### config.mk
export PLATFORM = sky130hd
export DESIGN_NAME = spike_time_decoder
export DESIGN_NICKNAME = d
export VERILOG_FILES = /design/src/rtl/spike_time_decoder.sv
export SDC_FILE = /design/constraint.sdc
export NUM_CORES = 1
export LEC_CHECK = 0
export ABC_AREA = 1
export CORE_ASPECT_RATIO = 1.1
export CORE_MARGIN = 2
export CORE_UTILIZATION = 58
export DETAILED_ROUTE_END_ITERATION = 12
export PLACE_DENSITY = 0.78
export SLEW_MARGIN = 20
export SYNTH_ARGS = -nofsm -noshare
export SYNTH_HDL_FRONTEND = slang
export SYNTH_SLANG_ARGS = --single-unit
### constraint.sdc
create_clock -name aclk -period 2.7 [get_ports aclk]
set_input_delay 0.405 -clock aclk [delete_from_list [all_inputs] [get_ports aclk]]
set_output_delay 0.405 -clock aclk [all_outputs]
set_load 0.05 [all_outputs]
### src/rtl/spike_time_decoder.sv
// Race-logic spike-time decoder: stamps the first rising edge of each gamma cycle and queues one result word per close.
// Build option: SPIKE_DECODER_NOSPIKE_REPORT_EN also queues {G-1, nospike} for gammas that saw no spike.
module spike_time_decoder #(
   parameter int  GAMMA_CYCLE_WIDTH = 16,
   parameter int  FIFO_DEPTH        = 4,
   localparam int TW                = $clog2(GAMMA_CYCLE_WIDTH),
   localparam int AW                = $clog2(FIFO_DEPTH)
) (
   input  logic          aclk,
   input  logic          rst,
   input  logic          grst,
   input  logic          in,
   output logic          out_valid,
   input  logic          out_ready,
   output logic [TW-1:0] out_time,
   output logic          out_nospike,
   output logic          out_trunc,
   output logic          overflow
);

   typedef struct packed {
      logic [TW-1:0] tstamp;
`ifdef SPIKE_DECODER_NOSPIKE_REPORT_EN
      logic          nospike;
`endif
      logic          trunc;
   } word_t;

   logic [TW-1:0] p_reg, p_cur, cap_time;
   logic          in_q, cap_valid, armed;
   logic          spike_edge, cap_en, close_norm, close_trunc, has_cap;
   logic          push, pop, full, accept;
   word_t         push_word, head;
   word_t         mem [FIFO_DEPTH];
   logic [AW:0]   wr_ptr, rd_ptr;

   always_comb begin
      p_cur       = grst ? '0 : p_reg;
      spike_edge  = in & ~in_q;
      cap_en      = armed | grst;
      close_trunc = armed & grst & (p_reg != '0);
      close_norm  = armed & (p_cur == TW'(GAMMA_CYCLE_WIDTH - 1));
      // A grst-cycle edge belongs to the new gamma, so only a normal close may count it.
      has_cap     = close_trunc ? cap_valid : (cap_valid | spike_edge);
      push_word        = '0;
      push_word.tstamp = !has_cap  ? TW'(GAMMA_CYCLE_WIDTH - 1) :
                         cap_valid ? cap_time : p_cur;
      push_word.trunc  = close_trunc;
`ifdef SPIKE_DECODER_NOSPIKE_REPORT_EN
      push_word.nospike = ~has_cap;
      push              = close_trunc | close_norm;
`else
      push              = (close_trunc | close_norm) & has_cap;
`endif
   end

   assign full      = (wr_ptr - rd_ptr) == (AW+1)'(FIFO_DEPTH);
   assign out_valid = (wr_ptr != rd_ptr);
   assign pop       = out_valid & out_ready;
   assign accept    = push & (~full | pop);

   always_ff @(posedge aclk) begin
      if (rst) begin
         p_reg     <= '0;
         in_q      <= 1'b0;
         cap_valid <= 1'b0;
         cap_time  <= '0;
         armed     <= 1'b0;
         wr_ptr    <= '0;
         rd_ptr    <= '0;
         overflow  <= 1'b0;
         for (int i = 0; i < FIFO_DEPTH; i++) mem[i] <= '0;
      end else begin
         p_reg <= p_cur + TW'(1);
         in_q  <= in;
         if (grst) armed <= 1'b1;
         if (close_trunc) begin
            cap_valid <= spike_edge;
            cap_time  <= '0;
         end else if (close_norm) begin
            cap_valid <= 1'b0;
         end else if (cap_en & spike_edge & ~cap_valid) begin
            cap_valid <= 1'b1;
            cap_time  <= p_cur;
         end
         if (accept) begin
            mem[wr_ptr[AW-1:0]] <= push_word;
            wr_ptr              <= wr_ptr + (AW+1)'(1);
         end
         if (pop) rd_ptr <= rd_ptr + (AW+1)'(1);
         if (push & ~accept) overflow <= 1'b1;
      end
   end

   assign head      = mem[rd_ptr[AW-1:0]];
   assign out_time  = head.tstamp;
   assign out_trunc = head.trunc;
`ifdef SPIKE_DECODER_NOSPIKE_REPORT_EN
   assign out_nospike = head.nospike;
`else
   assign out_nospike = 1'b0;
`endif

endmodule

Word level (Yosys, flattened, before mapping)
Memory sizes are Yosys's and may differ from the RTL's. A register that Yosys moved wholly into a read port is not among the register bits.
Cells that the tools add are included.
{"block": "classes", "reduce_logical": 5, "mux": 17, "addsub": 4, "n_bitwise": 19, "eq_ne": 3}
{"op": "4-bit 2-to-1 mux", "n": 3}
{"op": "1-bit bitwise AND", "n": 10}
{"op": "1-bit 2-to-1 mux", "n": 10}
{"op": "3-bit by 1-bit adder with 3-bit output, second input constant", "n": 2}
{"op": "2-bit 2-to-1 mux", "n": 3}
{"op": "5-bit 2-to-1 mux", "n": 1}
{"op": "1-bit inverter", "n": 5}
{"op": "5-bit OR reduction", "n": 1}
{"op": "4-bit by 1-bit adder with 4-bit output, second input constant", "n": 1}
{"op": "4-bit == test, second input constant", "n": 1}
{"op": "1-bit bitwise OR", "n": 4}
{"op": "4-bit nonzero test", "n": 1}
{"op": "3-bit == test, second input constant", "n": 1}
{"op": "3-bit != test", "n": 1}
{"op": "3-bit nonzero test", "n": 1}
{"op": "3-bit subtractor", "n": 1}
{"op": "2-bit AND reduction", "n": 1}
{"op": "2-bit OR reduction", "n": 1}
{"block": "word_totals", "register_bits": 18, "word_cells": 57, "ramBits": 20, "memories": 1, "output_inout_bits": 8}
{"name": "mem", "depth": 4, "word_bits": 5, "rd": 1, "rd_clocked_by_memory_dff": 1, "write_ports": 4, "line": "34", "rtl": "word_t mem [FIFO_DEPTH];"}

Logic depth before layout (Yosys ltp)
Gate-level depths: netlist (run 1).
{"block": "depth", "word_depth": 11, "ltp_mapped": 13}

Worst setup path after synthesis (run 1)
OpenSTA, ideal clock, no wires.
{"block": "synth_path", "path_type": "input to register", "start": "input port grst", "end": "memory mem[3][0] (netlist name), enable pin", "cell_stages": 11, "setup_ps": 340, "setup_slack_ps": 579, "required_ps": 2360, "t_arrival_ps": 1782, "path_cell_list": "buf_6 -> nor2_1 -> ha_1 -> inv_1 -> nor2_4 -> nand3_1 -> nand2_2 -> nand2_4 -> nor2_8 -> a21oi_1 -> nor2_1"}
{"item": "from (decl)", "line": "11", "rtl": "input logic grst,"}
{"item": "to (decl)", "line": "34"}

==> results of run 1 <==
## synth_stat cells
master and n:
a21oi_1 13, a31oi_1 1, buf_4 1, buf_6 1, clkbuf_1 2, clkinv_1 3, clkinv_2 1, conb_1 1
dfxtp_1 20, edfxtp_1 20, ha_1 5, inv_1 21, inv_2 3, nand2_1 36, nand2_2 1, nand2_4 5
nand3_1 4, nand3_2 1, nand4_4 3, nor2_1 42, nor2_2 4, nor2_4 2, nor2_8 1, nor3_1 3
nor3b_1 1, nor4_1 1, o211ai_1 1, o21ai_0 18, o21ai_2 1, o22ai_1 9, xor2_1 1
## cell type report
type                       count  share of cell area [%]
tap                           36                   1.997
timing repair buffer          19                   7.654
inverter                      28                   4.714
clock inverter                 2                   1.553
multi-input combinational    154                   37.88
clock buffer                   6                   1.830
sequential                    40                   44.37
## where the power goes
part | switching (mW) | internal (mW)
Sequential | 0.0179 | 0.665
Combinational | 0.260 | 0.122
Clock | 0.191 | 0.194
## how the worst min path moves through the flow
stage | startpoint | endpoint | slack (ps) | cells after the start
6_report | cap_time[1] | cap_time[1] | 480 | 2
3_5_place_dp | cap_time[2] | cap_time[2] | 460 | 2
3_3_place_gp | cap_time[2] | cap_time[2] | 450 | 2
4_1_cts | cap_time[2] | cap_time[2] | 480 | 2
5_1_grt | cap_time[2] | cap_time[2] | 490 | 2
2_1_floorplan | cap_time[0] | cap_time[0] | 450 | 2
## logic make-up after synthesis
family                     after synthesis  share of synthesized area [%]
AOI/OAI and AO/OA                       43                          11.77
xor gates and xnor gates                 1                         0.4406
adders and majority gates                5                          3.147
buffers and inverters                   32                          6.671
DFF                                     40                          50.35
other                                    1                         0.1886
and+or+nand+nor                        104                          27.44
## worst max-delay path, cell delays in order, from the launching register on
cell,delay (ps)
dfxtp_1,410
clkinv_1,230
o21ai_0,270
o22ai_1,90
clkdlybuf4s50_1,700
## through the flow
step	utilization, %	hold WS [ps]	power, mW	area (um2)
5_1_grt	68.30	487.6	1.516	2256
6_report	68.30	476.1	1.451	2256
2_1_floorplan	-	445.3	0.9718	1988
4_1_cts	68.22	476.5	1.459	2253
3_5_place_dp	65.91	459.1	1.080	2177
3_3_place_gp	65.91	452.8	1.073	2177
## per-layer routing
metal	global-route usage, %	share of wire [%]	vias up
met3	4.724	2.8	5
met4	7.500	1.1	0
met2	39.27	53	22
met1	24.65	43	678
met5	0	0	-
li1	-	-	790
## timing repair
action,CTS,global route
endpoints found under the setup margin,0,1
gates resized for setup,0,1
hold buffers,0,0
==> qor.txt, run 1 <==
Status: complete, no violations
Reg-to-Reg End: mem[3][4]
Share of layout cells above drive strength 1: 14.86%
Setup crit end: out_time[2]
Clk buf depth: 2
Core area: 3303 um2
Hold/Removal Path Class: flop to flop
Commonest non-fill, non-tap cell in the layout: nor2_1
# rows: 22
Peak VDD IR: 0.3198 mV
Clk pin slew, worst setup/hold paths: 110 ps
RSZ-0062 raised after global routing: false
Register area share after synthesis: 50.35%
Worst Skew: 9.535 ps
Die Wd: 59.83 um
Gate Count Post-Synth: 226
DR pass1 iterations: 4
Routed Antenna Nets: 0
Cell type with the highest aggregate area in the netlist: edfxtp_1
CP Launch Type: flop
Vias/cell: 5.246
Routed WL: 3687 um
Post-synthesis cell area: 1988 um2
GRT Total Usage: 21.75%
Placed Instances: 277
Critical path class: flop to primary output
Global route total overflow: 0
Postcts setup bufs: 0
Final HPWL DP: 2817 um
Cell Count, Final, Fillers Out: 285
Crit path required time: 2300 ps
Arrival @ worst endpoint: 2060 ps
P per Cell Area: 643.0 nW/um2
FF-to-FF path depth: 11
CTS root buf: clkbuf_4
Detailed Route Iter0 Violations: 42
Final GP Congestion: 0.8269
FMAX: 405.8 MHz
# DRC: 0
Clock Sinks: 40
Tmin final: 2465 ps
Multi-input logic area: 854.6 um2
Warnings from Yosys: 0
FF+latch area: 1001 um2
H-tree levels: 2
Launching point of the worst reg2reg path: p_reg[0]
Pre-CTS setup slack: 16.50 ps
Starting Density: 60.19%
Slew @ Worst Pin: 499.5 ps
Max FFs per register: 20
CTS buffer count: 5
Cell variety after synth: 31
Max-cap violations: 0
Skew-Pair Late Insertion Delay: 350 ps
Commonest cells after routing, fill and taps aside: nor2_1 (42), nand2_1 (36), inv_1 (21)
Final setup viols: 0
PortBufs: 11
Syn Nets: 236
Largest net degree at the start of global routing: 13
# diodes: 0
Crit end category: primary output
Average size of a mapped cell: 8.797 um2
Final Cycle Share: 91.28%
First-pass GRT wire length: 6368 um
Synth top area share: 30.21%
Die area: 3913 um2
CP max FO: 10
Routed length per placed instance: 12.94 um
Post-route setup slack: 235.4 ps
CTS tree: yes
Layout fillers: 278
Seq cells post-synth: 40
Layout area overhead: 13.47%
Setup TNS: 0 ps
Pins Over Slew Limit: 0
Die Y: 65.41 um
Hold Violations, Final: 0
Vias in the first global route: 1,479
Top cells by area, synth: edfxtp_1 (30%), dfxtp_1 (20%), nor2_1 (7.9%), nand2_1 (6.8%), o21ai_0 (4.5%)
Final net count: 258
I/O Pins: 13
Static Leak: 0.9687 nW
Overall via count from detail_route: 1,495
Reg2reg setup slack: 540 ps
Initial antenna violation count: 0
Max-Slew Margin vs Limit: 66.64%
Note: power is estimated with default switching activity, not from simulation.
==> run 2: changes to the inputs <==
RECOVER_POWER = 25   (was unset)
==> qor.txt, run 2 (synthesis results as in run 1) <==
Core area: 3303 um2
Worst stage delay on the critical path: 700 ps
Critical path buffer and inverter count: 2
Critical path class: flop to primary output
Slowest CP cell: clkdlybuf4s50_1
Post_cts resized: 0
Clock Sinks: 40
Overall via count from detail_route: 1,494
Max-Slew Margin vs Limit: 66.64%
P per Cell Area: 648.3 nW/um2
Share of layout cells above drive strength 1: 13.25%
Routed WL: 3686 um
Die area: 3913 um2
Vias/cell: 5.242
GRT Total Usage: 21.75%
# DRC: 0
FMAX: 405.7 MHz
Hold/Removal Path Class: flop to flop
CTS buffer count: 5
Final HPWL DP: 2817 um
Global route total overflow: 0
Clk pwr share: 26.6%
Psw: 468.1 uW
Final net count: 258
Hold bufs inserted after CTS: 0
CTS root buf: clkbuf_4
Initial antenna violation count: 0
Max FFs per register: 20
Starting Density: 60.19%
Routed Antenna Nets: 0
Routed length per placed instance: 12.93 um
Status: complete, no violations
Final Cycle Share: 91.30%
FF-to-FF path depth: 11
Arrival @ worst endpoint: 2060 ps
CP Launch Type: flop
Internal cell power: 979.9 uW
Setup crit end: out_time[2]
Clk pin slew, worst setup/hold paths: 110 ps
# rows: 22
DR pass1 iterations: 4
Vias in the first global route: 1,479
CTS tree: yes
Top delay family on crit path: buffers and inverters
Final GP Congestion: 0.8269
Hold Violations, Final: 0
Postcts setup bufs: 0
Crit end category: primary output
Sequential Power Share: 47.2%
Launching point of the worst reg2reg path: p_reg[0]
Stages on worst setup path: 4
Commonest non-fill, non-tap cell in the layout: nor2_1
CP max FO: 10
H-tree levels: 2
Die Y: 65.41 um
Tmin final: 2465 ps
Cell chain of the critical path: clkinv_1, o21ai_0, o22ai_1, clkdlybuf4s50_1
I/O Pins: 13
Peak VDD IR: 0.3189 mV
Switching portion of total power: 32.33%
Cell Count, Final, Fillers Out: 285
Crit path required time: 2300 ps
Worst Skew: 9.972 ps
Final Power: 1.448 mW
Placed Instances: 277
Max-cap violations: 0
Final setup viols: 0
Layout area overhead: 12.33%
Largest net degree at the start of global routing: 13
RSZ-0062 raised after global routing: false
First-pass GRT wire length: 6368 um
Pins Over Slew Limit: 0
Slew @ Worst Pin: 499.5 ps
Die Wd: 59.83 um
Commonest cells after routing, fill and taps aside: nor2_1 (43), nand2_1 (37), inv_1 (21)
Setup TNS: 0 ps
Reg2reg setup slack: 500 ps
Detailed Route Iter0 Violations: 36
Reg-to-Reg End: mem[3][4]
Combinational share of power: 26.2%
Skew-Pair Late Insertion Delay: 350 ps
Static Leak: 0.9529 nW
# diodes: 0
Clk buf depth: 2
PortBufs: 11
[run 2: power groups by stage]
stage / clock network, mW / logic, mW / registers (mW)
finish: 0.385 / 0.380 / 0.683
global route: 0.412 / 0.415 / 0.687
CTS: 0.390 / 0.385 / 0.684
detailed placement: 0 / 0.382 / 0.697
global placement: 0 / 0.377 / 0.696
floorplan: 0 / 0.280 / 0.692
[run 2: how the worst min path moves through the flow]
stage | startpoint | to | slack (ps) | depth (start not counted)
final | cap_time[1] | cap_time[1] | 480 | 2
after global routing | cap_time[2] | cap_time[2] | 490 | 2
after CTS | cap_time[2] | cap_time[2] | 480 | 2
after detailed placement | cap_time[2] | cap_time[2] | 460 | 2
after global placement | cap_time[2] | cap_time[2] | 450 | 2
after floorplan | cap_time[0] | cap_time[0] | 450 | 2
[run 2: through the flow]
stage / utilization [%] / setup WS (ps) / cell area [um2] / hold slack (ps)
after CTS: 68.22 / 81.85 / 2253 / 476.5
after detailed placement: 65.91 / 16.50 / 2177 / 459.1
final: 67.61 / 235.0 / 2233 / 476.1
after floorplan: - / 578.8 / 1988 / 445.3
after global routing: 67.61 / 54.64 / 2233 / 487.6
after global placement: 65.91 / 148.5 / 2177 / 452.8
[run 2: metal layers]
metal	GRT usage (%)	wire length, um
met5	0	0
met4	7.500	40
met3	4.724	99
met2	39.27	1973
met1	24.65	1572
[run 2: worst register-to-register path: stages (launching register included)]
cell	delay (ps)
dfxtp_1	360
inv_1	80
nor2_1	130
ha_1	180
inv_1	40
nor2_1	140
nand3_1	150
nand2_2	120
nand2_4	80
nor2_8	160
a21oi_1	90
nor2_1	340
[run 2: layout make-up]
class	count	area [um2]
clock buffer	6	41.29
multi-input combinational	154	839.6
inverter	28	106.4
sequential	40	1001
tap	36	45.04
clock inverter	2	35.03
fill	283	1070
timing repair buffer	19	165.2
==> run 3: changes to the inputs <==
CORE_UTILIZATION = 62   (was 58)
PLACE_DENSITY = 0.83   (was 0.78)
clock period = 3.2 ns   (was 2.7 ns; I/O delays follow)
==> qor.txt, run 3 (synthesis results as in run 1) <==
Post-layout util: 71.14%
Max-Slew Margin vs Limit: 58.32%
Vias in the first global route: 1,482
Hold path cells: 2
Final GP Congestion: 0.8381
Die Wd: 57.99 um
CTS root buf: clkbuf_4
# DRC: 0
Postcts setup bufs: 0
Critical path class: flop to primary output
Clk buf depth: 2
Pre-CTS setup slack: 234.3 ps
FF+latch area: 1001 um2
Routed Antenna Nets: 0
CTS tree: yes
Peak VDD IR: 0.3822 mV
Hold_sp: cap_time[2]
Commonest cells after routing, fill and taps aside: nor2_1 (42), nand2_1 (37), inv_1 (21)
Overall via count from detail_route: 1,493
FMAX: 349.8 MHz
Final setup viols: 0
Skew-Pair Late Insertion Delay: 340 ps
Share of layout cells above drive strength 1: 11.52%
Final net count: 252
Final instance area: 2168 um2
P per Cell Area: 517.6 nW/um2
I/O Pins: 13
Hold Violations, Final: 0
Die area: 3676 um2
RSZ-0062 raised after global routing: false
Cell Count, Final, Fillers Out: 277
Detailed Route Iter0 Violations: 49
Starting Density: 65.23%
Launching point of the worst reg2reg path: p_reg[0]
Hold bufs inserted after CTS: 0
Final HPWL DP: 2853 um
Pins Over Slew Limit: 0
H-tree levels: 2
Placed Instances: 269
Combinational share of power: 27.7%
Die Y: 63.39 um
Reg-to-Reg End: mem[3][4]
Status: complete, no violations
Crit end category: primary output
Slew @ Worst Pin: 625.2 ps
Hold/Removal Path Class: flop to flop
Routed WL: 3647 um
Internal cell power: 743.6 uW
Routed length per placed instance: 13.17 um
GRT Total Usage: 23.38%
FF-to-FF path depth: 11
# rows: 21
Layout area overhead: 9.062%
CTS buffer count: 5
Post-route setup slack: 341.2 ps
Clock Sinks: 40
Multi-input logic area: 847.1 um2
Initial antenna violation count: 0
Layout fillers: 229
Post_cts resized: 0
Core area: 3048 um2
DR pass1 iterations: 4
CP max FO: 5
Worst Skew: 10.89 ps
Reg2reg setup slack: 840 ps
Static Leak: 0.9014 nW
First-pass GRT wire length: 6430 um
Vias/cell: 5.390
Hold Path End: cap_time[2]
Max FFs per register: 20
Clk pin slew, worst setup/hold paths: 110 ps
Commonest non-fill, non-tap cell in the layout: nor2_1
Setup TNS: 0 ps
CP Launch Type: flop
Max-cap violations: 0
# diodes: 0
Tmin final: 2859 ps
Global route total overflow: 0
Largest net degree at the start of global routing: 14
Clk pwr share: 20.6%
Crit path required time: 2720 ps
PortBufs: 11
Arrival @ worst endpoint: 2380 ps
Psw: 378.8 uW
Sequential Power Share: 51.7%
Placed cell areas: 2130 um2
Final Cycle Share: 89.34%
Switching portion of total power: 33.75%
run 3: cell count changes in the layout (fill, tap and decap cells not counted), sizes merged:
| cell | before | now |
|---|---|---|
| bufinv | 1 | 0 |
| dlygate4sd3 | 2 | 3 |
| dlymetal6s2s | 1 | 0 |
| buf | 6 | 1 |
run 3: stage by stage:
stage	hold WS [ps]	power [mW]
after global placement	462.6	0.8992
after CTS	474.8	1.135
after floorplan	445.3	0.8199
after global routing	510.1	1.186
after detailed placement	459.4	0.9060
final	476.9	1.122
run 3: worst max-delay path, cell delays in order (launching register included):
cell             delay, ps
dfxtp_1                490
inv_1                  220
ha_1                   330
nand2_1                 70
inv_1                   60
nand2_1                 80
clkdlybuf4s50_1        800
run 3: worst max-delay path by stage:
stage / from / endpoint / slack [ps]
floorplan: grst / mem[3][0] / 1000
global placement: grst / mem[3][0] / 370
detailed placement: grst / mem[3][0] / 230
CTS: wr_ptr[0] / out_valid / 320
global route: grst / mem[3][4] / 170
finish: wr_ptr[0] / out_valid / 340
run 3: routing by layer:
| layer | up-vias | track usage, % | share of wire [%] |
|---|---|---|---|
| met1 | 683 | 28.03 | 43 |
| li1 | 779 | - | - |
| met4 | 0 | 9.593 | 1.8 |
| met3 | 8 | 4.928 | 3.0 |
| met5 | - | 0 | 0 |
| met2 | 23 | 40.06 | 52 |
run 3: final cells by class:
| cell class | instances | area share (%) |
|---|---|---|
| timing repair buffer | 13 | 5.597 |
| sequential | 40 | 46.16 |
| clock buffer | 7 | 2.077 |
| tap | 34 | 1.962 |
| multi-input combinational | 154 | 39.07 |
| inverter | 28 | 4.905 |
| clock inverter | 1 | 0.2308 |
run 3: power groups by stage:
stage	clock, mW	sequential (mW)	combinational [mW]
after detailed placement	0	0.592	0.314
after floorplan	0	0.584	0.236
after global routing	0.261	0.585	0.340
after global placement	0	0.591	0.308
after CTS	0.240	0.580	0.315
final	0.231	0.580	0.311
